## src/rtl/crossbar_staged_pkg.sv

```systemverilog
// ---------------------------------------------------------------------------
// crossbar_staged_pkg
// Shared definitions for the staged crossbar:
//   ROUTE_NONE     canonical "no source" entry value (-1)
//   idx_in_range   full-width signed check 0 <= idx < limit
//   idx_normalise  returns idx when in range, otherwise ROUTE_NONE
// Indices are handled as 32-bit signed values so a narrower W-bit index is
// sign-extended before it is compared and never truncated.
// ---------------------------------------------------------------------------
package crossbar_staged_pkg;

   localparam logic signed [31:0] ROUTE_NONE = -32'sd1;

   function automatic logic idx_in_range(
      input logic signed [31:0] idx,
      input logic signed [31:0] limit
   );
      logic ok;
      if ((idx >= 32'sd0) && (idx < limit)) begin
         ok = 1'b1;
      end else begin
         ok = 1'b0;
      end
      return ok;
   endfunction

   function automatic logic signed [31:0] idx_normalise(
      input logic signed [31:0] idx,
      input logic signed [31:0] limit
   );
      logic signed [31:0] res;
      if (idx_in_range(idx, limit)) begin
         res = idx;
      end else begin
         res = ROUTE_NONE;
      end
      return res;
   endfunction

endpackage

```

## src/rtl/crossbar_route_reg.sv

```systemverilog
// ---------------------------------------------------------------------------
// crossbar_route_reg
// One output lane of the staged crossbar: shadow entry, active entry and the
// registered output channel.
// Ports:
//   clock        rising-edge clock
//   reset        synchronous, active-low reset
//   in           all N input channels, channel i = in[i*D +: D]
//   put_hit      this lane is the target of a put at this edge
//   put_value    normalised source index to store
//   commit       load active from shadow at this edge
//   active       current active entry
//   shadow_next  shadow entry as it will be after this edge
//   active_next  active entry as it will be after this edge
//   out          registered output channel (D bits)
// ---------------------------------------------------------------------------
module crossbar_route_reg
   import crossbar_staged_pkg::*;
#(
   parameter int W         = 3,
   parameter int N         = 4,
   parameter int D         = 1,
   parameter int IMMEDIATE = 0
) (
   input  logic                clock,
   input  logic                reset,
   input  logic [N*D-1:0]      in,
   input  logic                put_hit,
   input  logic signed [W-1:0] put_value,
   input  logic                commit,
   output logic signed [W-1:0] active,
   output logic signed [W-1:0] shadow_next,
   output logic signed [W-1:0] active_next,
   output logic [D-1:0]        out
);

   localparam logic signed [W-1:0] NONE_W = W'(ROUTE_NONE);

   logic signed [W-1:0] shadow_r;
   logic signed [W-1:0] active_r;
   logic [D-1:0]        out_r;
   logic signed [W-1:0] shadow_next_s;
   logic signed [W-1:0] active_next_s;
   logic [D-1:0]        src_s;

   // Shadow entry update from put.
   always_comb begin
      shadow_next_s = shadow_r;
      if (put_hit) begin
         shadow_next_s = put_value;
      end else begin
         shadow_next_s = shadow_r;
      end
   end

   // Active entry update: commit takes the post-put shadow, so a put and a
   // commit at the same edge land together; legacy mode also writes on put.
   always_comb begin
      active_next_s = active_r;
      if (commit) begin
         active_next_s = shadow_next_s;
      end else if (put_hit && (IMMEDIATE != 0)) begin
         active_next_s = put_value;
      end else begin
         active_next_s = active_r;
      end
   end

   // Source select from the pre-edge active entry; -1 matches no channel and
   // therefore yields zero.
   always_comb begin
      src_s = {D{1'b0}};
      for (int i = 0; i < N; i++) begin
         src_s = (active_r == W'(i)) ? in[i*D +: D] : src_s;
      end
   end

   // Lane state registers.
   always_ff @(posedge clock) begin
      if (!reset) begin
         shadow_r <= NONE_W;
         active_r <= NONE_W;
         out_r    <= {D{1'b0}};
      end else begin
         shadow_r <= shadow_next_s;
         active_r <= active_next_s;
         out_r    <= src_s;
      end
   end

   assign active      = active_r;
   assign shadow_next = shadow_next_s;
   assign active_next = active_next_s;
   assign out         = out_r;

endmodule

```

## src/rtl/crossbar_staged.sv

```systemverilog
// ---------------------------------------------------------------------------
// crossbar_staged
// N-input, M-output crossbar with D-bit channels and a double-buffered route
// table. put edits the shadow table, commit loads it into the active table.
// Ports:
//   clock    rising-edge clock
//   reset    synchronous, active-low reset
//   in       input channels, channel i = in[i*D +: D]
//   out      registered outputs, channel j = out[j*D +: D]
//   from     signed source index for put (out of range = unsubscribe)
//   to       signed destination index for put (out of range = ignored)
//   put      write shadow[to] at this edge
//   commit   load active from shadow at this edge
//   query    signed output index for readback
//   route    active[query], -1 when query is out of range (combinational)
//   pending  registered, 1 when shadow differs from active
// ---------------------------------------------------------------------------
module crossbar_staged
   import crossbar_staged_pkg::*;
#(
   parameter int W         = 3,
   parameter int N         = 4,
   parameter int M         = 4,
   parameter int D         = 1,
   parameter int IMMEDIATE = 0
) (
   input  logic                clock,
   input  logic                reset,
   input  logic [N*D-1:0]      in,
   output logic [M*D-1:0]      out,
   input  logic signed [W-1:0] from,
   input  logic signed [W-1:0] to,
   input  logic                put,
   input  logic                commit,
   input  logic signed [W-1:0] query,
   output logic signed [W-1:0] route,
   output logic                pending
);

   localparam logic signed [W-1:0] NONE_W = W'(ROUTE_NONE);

   logic                to_ok_s;
   logic signed [W-1:0] put_value_s;
   logic [M-1:0]        put_hit_s;
   logic signed [W-1:0] active_s      [M];
   logic signed [W-1:0] shadow_next_s [M];
   logic signed [W-1:0] active_next_s [M];
   logic                diff_s;
   logic                pending_r;
   logic signed [W-1:0] route_s;

   // Put decode: normalise the source and select the target lane.
   always_comb begin
      to_ok_s     = idx_in_range(32'(to), 32'(M));
      put_value_s = W'(idx_normalise(32'(from), 32'(N)));
      put_hit_s   = {M{1'b0}};
      for (int j = 0; j < M; j++) begin
         put_hit_s[j] = put && to_ok_s && (to == W'(j));
      end
   end

   for (genvar j = 0; j < M; j++) begin : g_lane
      crossbar_route_reg #(
         .W         (W),
         .N         (N),
         .D         (D),
         .IMMEDIATE (IMMEDIATE)
      ) u_lane (
         .clock       (clock),
         .reset       (reset),
         .in          (in),
         .put_hit     (put_hit_s[j]),
         .put_value   (put_value_s),
         .commit      (commit),
         .active      (active_s[j]),
         .shadow_next (shadow_next_s[j]),
         .active_next (active_next_s[j]),
         .out         (out[j*D +: D])
      );
   end

   // Compare the post-edge tables so pending is exact in the following cycle.
   always_comb begin
      diff_s = 1'b0;
      for (int j = 0; j < M; j++) begin
         diff_s = diff_s | (shadow_next_s[j] != active_next_s[j]);
      end
   end

   // Pending flag register.
   always_ff @(posedge clock) begin
      if (!reset) begin
         pending_r <= 1'b0;
      end else begin
         pending_r <= diff_s;
      end
   end

   // Readback of the active table only; put/commit never reach route directly.
   always_comb begin
      route_s = NONE_W;
      if (idx_in_range(32'(query), 32'(M))) begin
         for (int j = 0; j < M; j++) begin
            route_s = (query == W'(j)) ? active_s[j] : route_s;
         end
      end else begin
         route_s = NONE_W;
      end
   end

   assign pending = pending_r;
   assign route   = route_s;

endmodule
```

## config.mk

```make
export PLATFORM = sky130hd
export DESIGN_NAME = crossbar_staged
export DESIGN_NICKNAME = d
export VERILOG_FILES = /design/src/rtl/crossbar_staged_pkg.sv /design/src/rtl/crossbar_route_reg.sv /design/src/rtl/crossbar_staged.sv
export SDC_FILE = /design/constraint.sdc
export NUM_CORES = 1
export LEC_CHECK = 0
export ABC_AREA = 1
export CELL_PAD_IN_SITES_DETAIL_PLACEMENT = 2
export CELL_PAD_IN_SITES_GLOBAL_PLACEMENT = 2
export CORE_UTILIZATION = 31
export CTS_CLUSTER_SIZE = 20
export DETAILED_ROUTE_END_ITERATION = 6
export GPL_TIMING_DRIVEN = 0
export PLACE_DENSITY = 0.94
export SLEW_MARGIN = 20
export SYNTH_ARGS = -nofsm -noshare
export SYNTH_HDL_FRONTEND = slang
export SYNTH_SLANG_ARGS = --single-unit
```

## constraint.sdc

```tcl
create_clock -name clock -period 1.8 [get_ports clock]
set_clock_uncertainty 0.1 [all_clocks]
set_input_delay 0.18 -clock clock [delete_from_list [all_inputs] [get_ports clock]]
set_output_delay 0.18 -clock clock [all_outputs]
set_load 0.01 [all_outputs]
```

==> results.ini <==
[run_status]
status=finished, final reports clean

[power]
p_per_area_mw_per_mm2=718.8
power_mw=1.618
max-vdd-ir-drop_v=0.0003160
total_leakage_power_nw=1.238

[sta]
drv_slew=0
fin_ws_ns=0.07008
min_period_ns=1.730
fmax_mhz=578.1
rsz0062_at_grt=yes
finalHoldViolCount=0
finalSetupViolCount=0
slew-limit-headroom_pct=60.17
finalCritPeriodShare_pct=96.11
tightest_slew_ns=0.5975

[setup_path]
crit_chain=clkdlybuf4s50_1 -> inv_2 -> nor2_8 -> buf_4 -> nand2_4 -> nand2_1 -> nand3_1 -> nand2_1 -> nand2_1 -> nor2_1 -> nand3_1 -> nand2_1 -> inv_1
crit_path_max_fanout=5
crit_top_cell=nand2_1
r2r-end=pending
reg2regPathDepth=9
critPathArrivalTime_ns=1.83
crit_path_start=put
start_kind=input port
end_kind=register
worstSetupPathDepth=13
regToRegSetupSlack_ns=0.34
cpPeakStageDelay_ns=0.49
cp_data_required_time_ns=1.90
r2r-start=g_lane[1].u_lane.active[1]
slowest_stage=clkdlybuf4s50_1
worst-path-buf-inv=4
critical_path_class=input port to register
endpoint=pending
path_delay_family=simple AND/OR/NAND/NOR gates

[synth]
ys_ff_latch=29
ys_warn_count=0
syn-instance-count=283
syn_area_per_cell_sq_um=6.327
ys_seq_area_share_pct=32.42
syn_nets=300
ys_types=22
syn-cell-area_sq_mm=0.001790

[finish]
final_util_pct=40.63
syn2layout_area_growth_pct=25.72
fin_cells=388
antennaDiodeCount=0
num-nets-final=332
fin_area_sq_mm=0.002251
drive_above_1_share_pct=16.46

[global_routing]
grt_pass1_vias=2102
grt_max_degree=11
antenna_found_initial=0
grt_use_total_pct=22.84
grt-ovfl-total=0
grt_pass1_wl_mm=10.49

[drt]
wl_met2_mm=3.381
ant_nets=0
viasPerCell=5.031
wl_met3_um=165
met1_length_mm=2.866
drcViolationCount=0
wirelength_mm=6.488
vias=1952
top_layer_used=met4
drtIter0Drc=70
drt_first_pass_iters=4
routedWlPerCell_um=16.72

[floorplan]
ios=25
die_width_um=78
die_area_sq_mm=0.006084
start_util_pct=32.32
core_area_sq_mm=0.005540
die_y_um=78
rows=27

[placed_design]
portBuffers=23
hpwlAfterDp_mm=4.879
routabilityCongestion=0.7965
dp_slack_ns=-0.5312
placed_area_sq_mm=0.002111
placedCellCount=378

[clock_tree]
clock_path_buffers=2
cts-htree-levels=2
root_buffer=clkbuf_8
cts.sinks=29
insertion_delay_ns=0.29
cts_buffers=5
cts_tree=yes
clkTransAtPathRegs_ns=0.07

[min_path]
hold_path.class=input port to register
min_path_cells=2

[flow_run]
max_cap_violations=0

[synthesized netlist by cell type]
library cell / instances / area, sq um
o22ai_1: 2 / 12.51
nor3_1: 1 / 5.000
nor2_1: 11 / 41.29
nand2_1: 103 / 386.6
a21oi_1: 15 / 75.07
nand3_2: 7 / 70.07
nor2_4: 2 / 22.52
inv_1: 28 / 105.1
nand2_4: 3 / 33.78
nor2_2: 1 / 6.260
inv_2: 4 / 15.01
buf_6: 1 / 11.26
a211oi_1: 4 / 30.03
nand3_1: 48 / 240.2
nand3b_1: 1 / 7.510
nand2_2: 8 / 50.05
buf_2: 1 / 5.000
dfxtp_1: 29 / 580.6
clkbuf_1: 4 / 15.01
buf_4: 5 / 37.54
o21ai_0: 4 / 20.02
nor2_8: 1 / 20.02
[metrics by stage]
stage | hold slack, ns | TNS (ns)
final | 0.08929 | 0
after global routing | 0.1012 | -0.05652
after CTS | 0.08245 | 0
after detailed placement | 0.3745 | -2.090
after global placement | 0.3612 | -1.581
after floorplan | 0.2254 | 0
[per-layer routing]
metal / vias up / GRT usage (%)
met2: 34 / 41.86
met1: 942 / 27.18
met4: 0 / 6.296
li1: 968 / -
met3: 8 / 3.882
met5: - / 0
[sequential cells by signal, summed over array words and instances (netlist names)]
signal and cells:
g_lane.u_lane.shadow_r 12, g_lane.u_lane.out 4, pending 1, g_lane.u_lane.active 12
[cell usage in the layout, fill, tap and decap left out, types with 7 or more instances in the layout]
| master | netlist | layout |
|---|---|---|
| nand2_1 | 103 | 103 |
| nand2_2 | 8 | 8 |
| nor2_1 | 11 | 10 |
| buf_4 | 5 | 7 |
| clkbuf_8 | 0 | 7 |
| a21oi_1 | 15 | 15 |
| inv_1 | 28 | 27 |
| nand3_1 | 48 | 48 |
| dfxtp_1 | 29 | 29 |
| clkdlybuf4s50_1 | 0 | 13 |
[timing repair]
action                     4_1_cts  5_1_grt
setup buffers                    2        0
hold buffers                     0        0
setup endpoints to repair        4        4
resized for setup               18       11
pin swaps                        5        2
[worst min-delay path by stage]
stage / startpoint / to / slack, ns
2_1_floorplan: in[0] / g_lane[0].u_lane.out / 0.23
3_3_place_gp: g_lane[3].u_lane.shadow_r[2] / g_lane[3].u_lane.shadow_r[2] / 0.36
3_5_place_dp: g_lane[1].u_lane.shadow_r[2] / g_lane[1].u_lane.shadow_r[2] / 0.37
4_1_cts: reset / g_lane[1].u_lane.shadow_r[0] / 0.08
5_1_grt: reset / g_lane[1].u_lane.shadow_r[0] / 0.10
6_report: reset / g_lane[1].u_lane.shadow_r[0] / 0.09
[final cells by class]
cell class,count,area (sq um)
clock inverter,1,5.005
multi-input combinational,211,1060
fill,697,3289
inverter,32,120.1
sequential,29,580.6
clock buffer,7,96.34
tap,72,90.09
timing repair buffer,25,229.0
buffer,11,70.07
[power by group]
| group | internal (mW) | leakage (nW) | switching, mW |
|---|---|---|---|
| registers | 0.665 | 0.237 | 0.0186 |
| logic | 0.109 | 0.947 | 0.195 |
| clock network | 0.346 | 0.0542 | 0.285 |
[logic make-up (layout without fill, tap and decap cells)]
kind of cell	count (synthesis)	in the layout	share of synthesized area (%)
flops	29	29	32.43
compound gates	25	25	7.687
simple gates	186	186	49.34
buf+inv	43	76	10.55
(Power assumes the default switching activity.)
